===== config.mk =====
export PLATFORM = sky130hd
export DESIGN_NAME = jtcop_obj_dma
export DESIGN_NICKNAME = d
export VERILOG_FILES = /design/src/rtl/jtcop_obj_dma.sv
export SDC_FILE = /design/constraint.sdc
export NUM_CORES = 1
export LEC_CHECK = 0
export CORE_MARGIN = 8
export CORE_UTILIZATION = 42
export DETAILED_ROUTE_END_ITERATION = 8
export GPL_TIMING_DRIVEN = 0
export PLACE_DENSITY_LB_ADDON = 0.08
export RECOVER_POWER = 50
export SLEW_MARGIN = 25
export SYNTH_ARGS = -nofsm -noshare
export SYNTH_HDL_FRONTEND = slang
export SYNTH_SLANG_ARGS = --single-unit

===== constraint.sdc =====
create_clock -name clk -period 2.9 [get_ports clk]
set_input_delay 0.58 -clock clk [delete_from_list [all_inputs] [get_ports clk]]
set_output_delay 0.58 -clock clk [all_outputs]
set_load 0.005 [all_outputs]

===== src/rtl/jtcop_obj_dma.sv =====
// Sprite-table DMA for the MXC-06 object path.
// A CPU trigger copies the whole object table from CPU sprite RAM into the
// back half of a double-buffered table RAM. The bank flip happens in vblank
// so the draw engine always reads a stable front bank.
// Interface semantics: there is no valid/ready handshake on this block.
// dma_trig is a fire-and-forget pulse that is latched until serviced,
// buf_we qualifies buf_addr/buf_din in the same cycle, and done is a
// one-cycle pulse in the cycle the new front bank becomes visible.
module jtcop_obj_dma #(
    parameter int AW = 10,
    parameter int DW = 16
) (
    input  logic          clk,
    input  logic          rst,
    input  logic          LVBL,
    input  logic          dma_trig,
    output logic [AW-1:0] ram_addr,
    input  logic [DW-1:0] ram_dout,
    output logic [AW:0]   buf_addr,
    output logic [DW-1:0] buf_din,
    output logic          buf_we,
    input  logic [AW-1:0] tbl_addr,
    output logic [AW:0]   tbl_rd_addr,
    output logic          busy,
    output logic          done,
    output logic [1:0]    dbg_state
);

    typedef enum logic [1:0] {
        IDLE     = 2'd0,
        COPY     = 2'd1,
        DRAIN    = 2'd2,
        FLIPWAIT = 2'd3
    } state_t;

    localparam logic [AW-1:0] LAST_WORD = '1;

    state_t        state_q, state_d;
    logic [AW-1:0] ram_addr_q, ram_addr_d;
    logic [AW:0]   buf_addr_q, buf_addr_d;
    logic          buf_we_q, buf_we_d;
    logic          disp_bank_q, disp_bank_d;
    logic          pend_q, pend_d;
    logic          done_q, done_d;
    logic          flip;

    // State and datapath registers; asynchronous reset discards any partial copy.
    always_ff @(posedge clk or posedge rst) begin
        if (rst) begin
            state_q     <= IDLE;
            ram_addr_q  <= '0;
            buf_addr_q  <= '0;
            buf_we_q    <= 1'b0;
            disp_bank_q <= 1'b0;
            pend_q      <= 1'b0;
            done_q      <= 1'b0;
        end else begin
            state_q     <= state_d;
            ram_addr_q  <= ram_addr_d;
            buf_addr_q  <= buf_addr_d;
            buf_we_q    <= buf_we_d;
            disp_bank_q <= disp_bank_d;
            pend_q      <= pend_d;
            done_q      <= done_d;
        end
    end

    // Next-state logic: trigger latching, word sequencing and the vblank-gated flip.
    always_comb begin
        state_d     = state_q;
        ram_addr_d  = ram_addr_q;
        buf_addr_d  = buf_addr_q;
        buf_we_d    = 1'b0;
        disp_bank_d = disp_bank_q;
        pend_d      = pend_q | dma_trig;
        done_d      = 1'b0;
        flip        = 1'b0;

        case (state_q)
            IDLE: begin
                // A trigger arriving this very cycle is serviced without an
                // extra cycle of latency; it is consumed together with pend.
                if ((pend_q || dma_trig) && !LVBL) begin
                    state_d    = COPY;
                    ram_addr_d = '0;
                    pend_d     = 1'b0;
                end
            end
            COPY: begin
                // The write trails the read by one cycle, matching the
                // one-cycle latency of the sprite RAM. The bank bit is
                // concatenated, never carried into from the word counter.
                buf_we_d   = 1'b1;
                buf_addr_d = {~disp_bank_q, ram_addr_q};
                if (ram_addr_q == LAST_WORD) begin
                    state_d = DRAIN;
                end else begin
                    ram_addr_d = ram_addr_q + 1'b1;
                end
            end
            DRAIN: begin
                if (!LVBL) begin
                    flip = 1'b1;
                end else begin
                    state_d = FLIPWAIT;
                end
            end
            FLIPWAIT: begin
                if (!LVBL) begin
                    flip = 1'b1;
                end
            end
            default: state_d = IDLE;
        endcase

        if (flip) begin
            disp_bank_d = ~disp_bank_q;
            done_d      = 1'b1;
            state_d     = IDLE;
        end
    end

    assign ram_addr    = ram_addr_q;
    assign buf_addr    = buf_addr_q;
    assign buf_we      = buf_we_q;
    // Data passes straight through from the sprite RAM; it is forced to zero
    // outside write cycles so the bus is quiet when idle or in reset.
    assign buf_din     = buf_we_q ? ram_dout : '0;
    assign tbl_rd_addr = {disp_bank_q, tbl_addr};
    assign busy        = (state_q != IDLE);
    assign done        = done_q;
    assign dbg_state   = state_q;

endmodule


==> summary.md <==
| Metric | Value |
|---|---|
| Run status | `finished clean` |
| Multi-input gate area | `745.7 um^2` |
| Final setup fails | `0` |
| Drt total wl | `4277 um` |
| Starting DRT DRC Count | `81` |
| Final-report hold violation count | `0` |
| R2r endpoint | `dbg_state[0]$_DFFE_PP0P_` |
| DRC Markers | `0` |
| Row count | `22` |
| Vias in the first global route | `1354` |
| CP startpoint | `dbg_state[1]$_DFFE_PP0P_` |
| Sequential cell area fraction in the yosys report | `0.4344` |
| Largest stage delay on the critical path | `500 ps` |
| Critical path endpoint | `busy` |
| Total track usage | `0.1447` |
| RSZ-0062 raised after global routing | `no` |
| FF+latch area | `675.6 um^2` |
| Cell Area, Synth | `0.001555 mm^2` |
| Ant diodes | `0` |
| Inserted Clock Buffers | `3` |
| First-pass GRT wire length | `7093 um` |
| Die area | `0.005906 mm^2` |
| Non-Filler Instances | `270` |
| GRT overflow | `0` |
| RR Startpoint | `dbg_state[1]$_DFFE_PP0P_` |
| Detail Route Antenna Nets | `0` |
| Final min period | `2265 ps` |
| PortBufs | `72` |
| H-tree depth | `1` |
| Proportion of synthesized area in mux cells | `0.09252` |
| Final setup TNS | `0 ps` |
| Primary FF master, synth | `dfrtp_1` |
| R2R Setup Slk | `830 ps` |
| Starting Density | `0.4313` |
| Max Freq | `441.5 MHz` |
| Avg WL per Cell | `15.84 um` |
| Worst-path fanout max | `6` |
| Post-synth EDFFs | `0` |
| Post-synthesis compound-gate area fraction | `0.1521` |
| Leading cell type in the layout, fill and taps excluded | `clkdlybuf4s50_1` |
| Synthesized-area fraction occupied by and/or/nand/nor cells | `0.1891` |
| Core area | `0.003606 mm^2` |
| Synth unique cells | `46` |
| CP Launch Type | `flip-flop` |
| Synth Instances | `146` |
| Vias | `1383` |
| Commonest non-fill, non-tap cells in the layout | `clkdlybuf4s50_1, dfrtp_1, dlygate4sd3_1, and2_1` |
| Leak | `1.081 nW` |
| Die Wd | `76.85 um` |
| Slew HR | `0.3347` |
| Layout area overhead | `53.10%` |
| Largest family of logic cells by synthesized area | `simple AND/OR/NAND/NOR gates` |
| CP dominant cell by count | `inv_1` |
| Layout cells sized above 1 | `0.1441` |
| Fillers | `306` |
| Clock root cell | `clkbuf_8` |
| Post-DP HPWL | `3438 um` |
| Drt pass-1 iters | `4` |
| CP max stage cell | `clkdlybuf4s50_1` |
| Power per Cell Area | `690.0 mW/mm^2` |
| Crit. End Element | `output pin` |
| Clock sink total | `27` |
| Post-synthesis xor/xnor area fraction | `0.005632` |
| Synth Area in Adders | `0.04023` |
| Worst R2R Path Depth | `7` |
| Syn_nets | `181` |
| Hold_buf cts | `0` |
| Layout Nets | `258` |
| CTS tree | `yes` |
| HP Class | `reg2reg` |
| Clock slew at reported path FFs | `90 ps` |
| Clk_lat worst skew | `270 ps` |
| Max-slew violation count | `0` |
| Placed insts | `266` |
| Worst-case clock buffer depth | `2` |
| Post_cts resized | `0` |
| Ys async rst share | `1.000` |
| Gpl congestion | `0.8570` |
| Worst Skew | `7.223 ps` |
| Setup Crit Path Kind | `reg2out` |
| Worst Path Required | `2320 ps` |
| Largest net degree at the start of global routing | `28` |
| Hold Crit Start | `buf_addr[5]$_DFFE_PP0P_` |
| Number of setup buffers added after CTS | `0` |
| Slew @ Worst Pin | `996.8 ps` |
| Maximum vdd ir drop | `0.3937 mV` |
| Avg Cell Area, Syn | `10.65 um^2` |
| Seq cells post-synth | `27` |
| Crit path DAT | `1690 ps` |
| Crit-path cells | `inv_1 > ha_1 > inv_1 > clkdlybuf4s50_1` |
| I/O pin count | `83` |
| Die extent in y | `76.85 um` |
| Vias per cell | `5.122` |
| Synth Warn # | `0` |
| MaxCap Viol Count | `0` |
| Initial antenna violation count | `0` |
| Final Cycle Share | `0.7811` |
## sequential cells by signal, indices dropped and copies added (netlist names)
name         flops
ram_addr        10
disp_bank_q      1
done             1
pend_q           1
buf_we           1
dbg_state        2
buf_addr        11
## stage by stage
step	util	power (mW)	setup WS, ps	area, um^2	hold slack [ps]
2_1_floorplan	-	1.021	1262	1555	468.4
3_3_place_gp	0.6478	1.434	569.4	2336	488.2
3_5_place_dp	0.6478	1.462	592.9	2336	494.3
4_1_cts	0.6607	1.678	620.1	2382	517.5
5_1_grt	0.6603	1.765	534.2	2381	522.1
6_report	0.6603	1.643	634.8	2381	506.3
## cells in the mapped netlist, types with 3 or more instances
cell / count / area share
a21oi_1: 9 / 0.029
and2_1: 17 / 0.068
buf_4: 11 / 0.053
dfrtp_1: 27 / 0.43
ha_1: 5 / 0.040
inv_1: 8 / 0.019
mux2_2: 11 / 0.080
nand2_1: 5 / 0.012
nand3_1: 4 / 0.013
nor2_1: 3 / 0.0072
o21ai_1: 3 / 0.0097
## per-layer routing
metal	vias up	routed length [um]	GRT usage
li1	675	-	-
met1	664	1629	0.1600
met2	42	2369	0.2617
met3	2	250	0.04079
met4	0	27	0.04038
met5	-	0	0
## power by group
part,switching (mW),internal [mW]
Clock,0.113,0.0960
Combinational,0.391,0.487
Sequential,0.0925,0.462
## worst max-delay path, delay by kind of cell (launching register included)
family                   cells  cell delay [ps]
adder cells (fa/ha/maj)      1              250
flip-flops                   1              450
buffers and inverters        3              720
## cells by family after synthesis
group	after synthesis
AND/OR/NAND/NOR	44
AO/OA/AOI/OAI	32
XOR/XNOR	1
buffers and inverters	24
adder cells (fa/ha/maj)	5
multiplexers	13
flip-flops	27
## cell type report
cell class	count	area share
multi-input cells	95	0.3132
inverters	8	0.01261
well taps	48	0.02522
repair buffers	72	0.3027
plain buffers	16	0.04309
flip-flops and latches	27	0.2838
clock inverters	1	0.002102
clock buffers	3	0.01734
## how the worst min path moves through the flow
| stage | to | slack, ps | cells after the start |
|---|---|---|---|
| 3_5_place_dp | buf_addr[7]$_DFFE_PP0P_ | 490 | 1 |
| 6_report | buf_addr[5]$_DFFE_PP0P_ | 510 | 1 |
| 4_1_cts | buf_addr[7]$_DFFE_PP0P_ | 520 | 1 |
| 3_3_place_gp | buf_addr[7]$_DFFE_PP0P_ | 490 | 1 |
| 2_1_floorplan | disp_bank_q$_DFFE_PP0P_ | 470 | 1 |
| 5_1_grt | buf_addr[5]$_DFFE_PP0P_ | 520 | 1 |
Note: power is estimated with default switching activity, not from simulation.
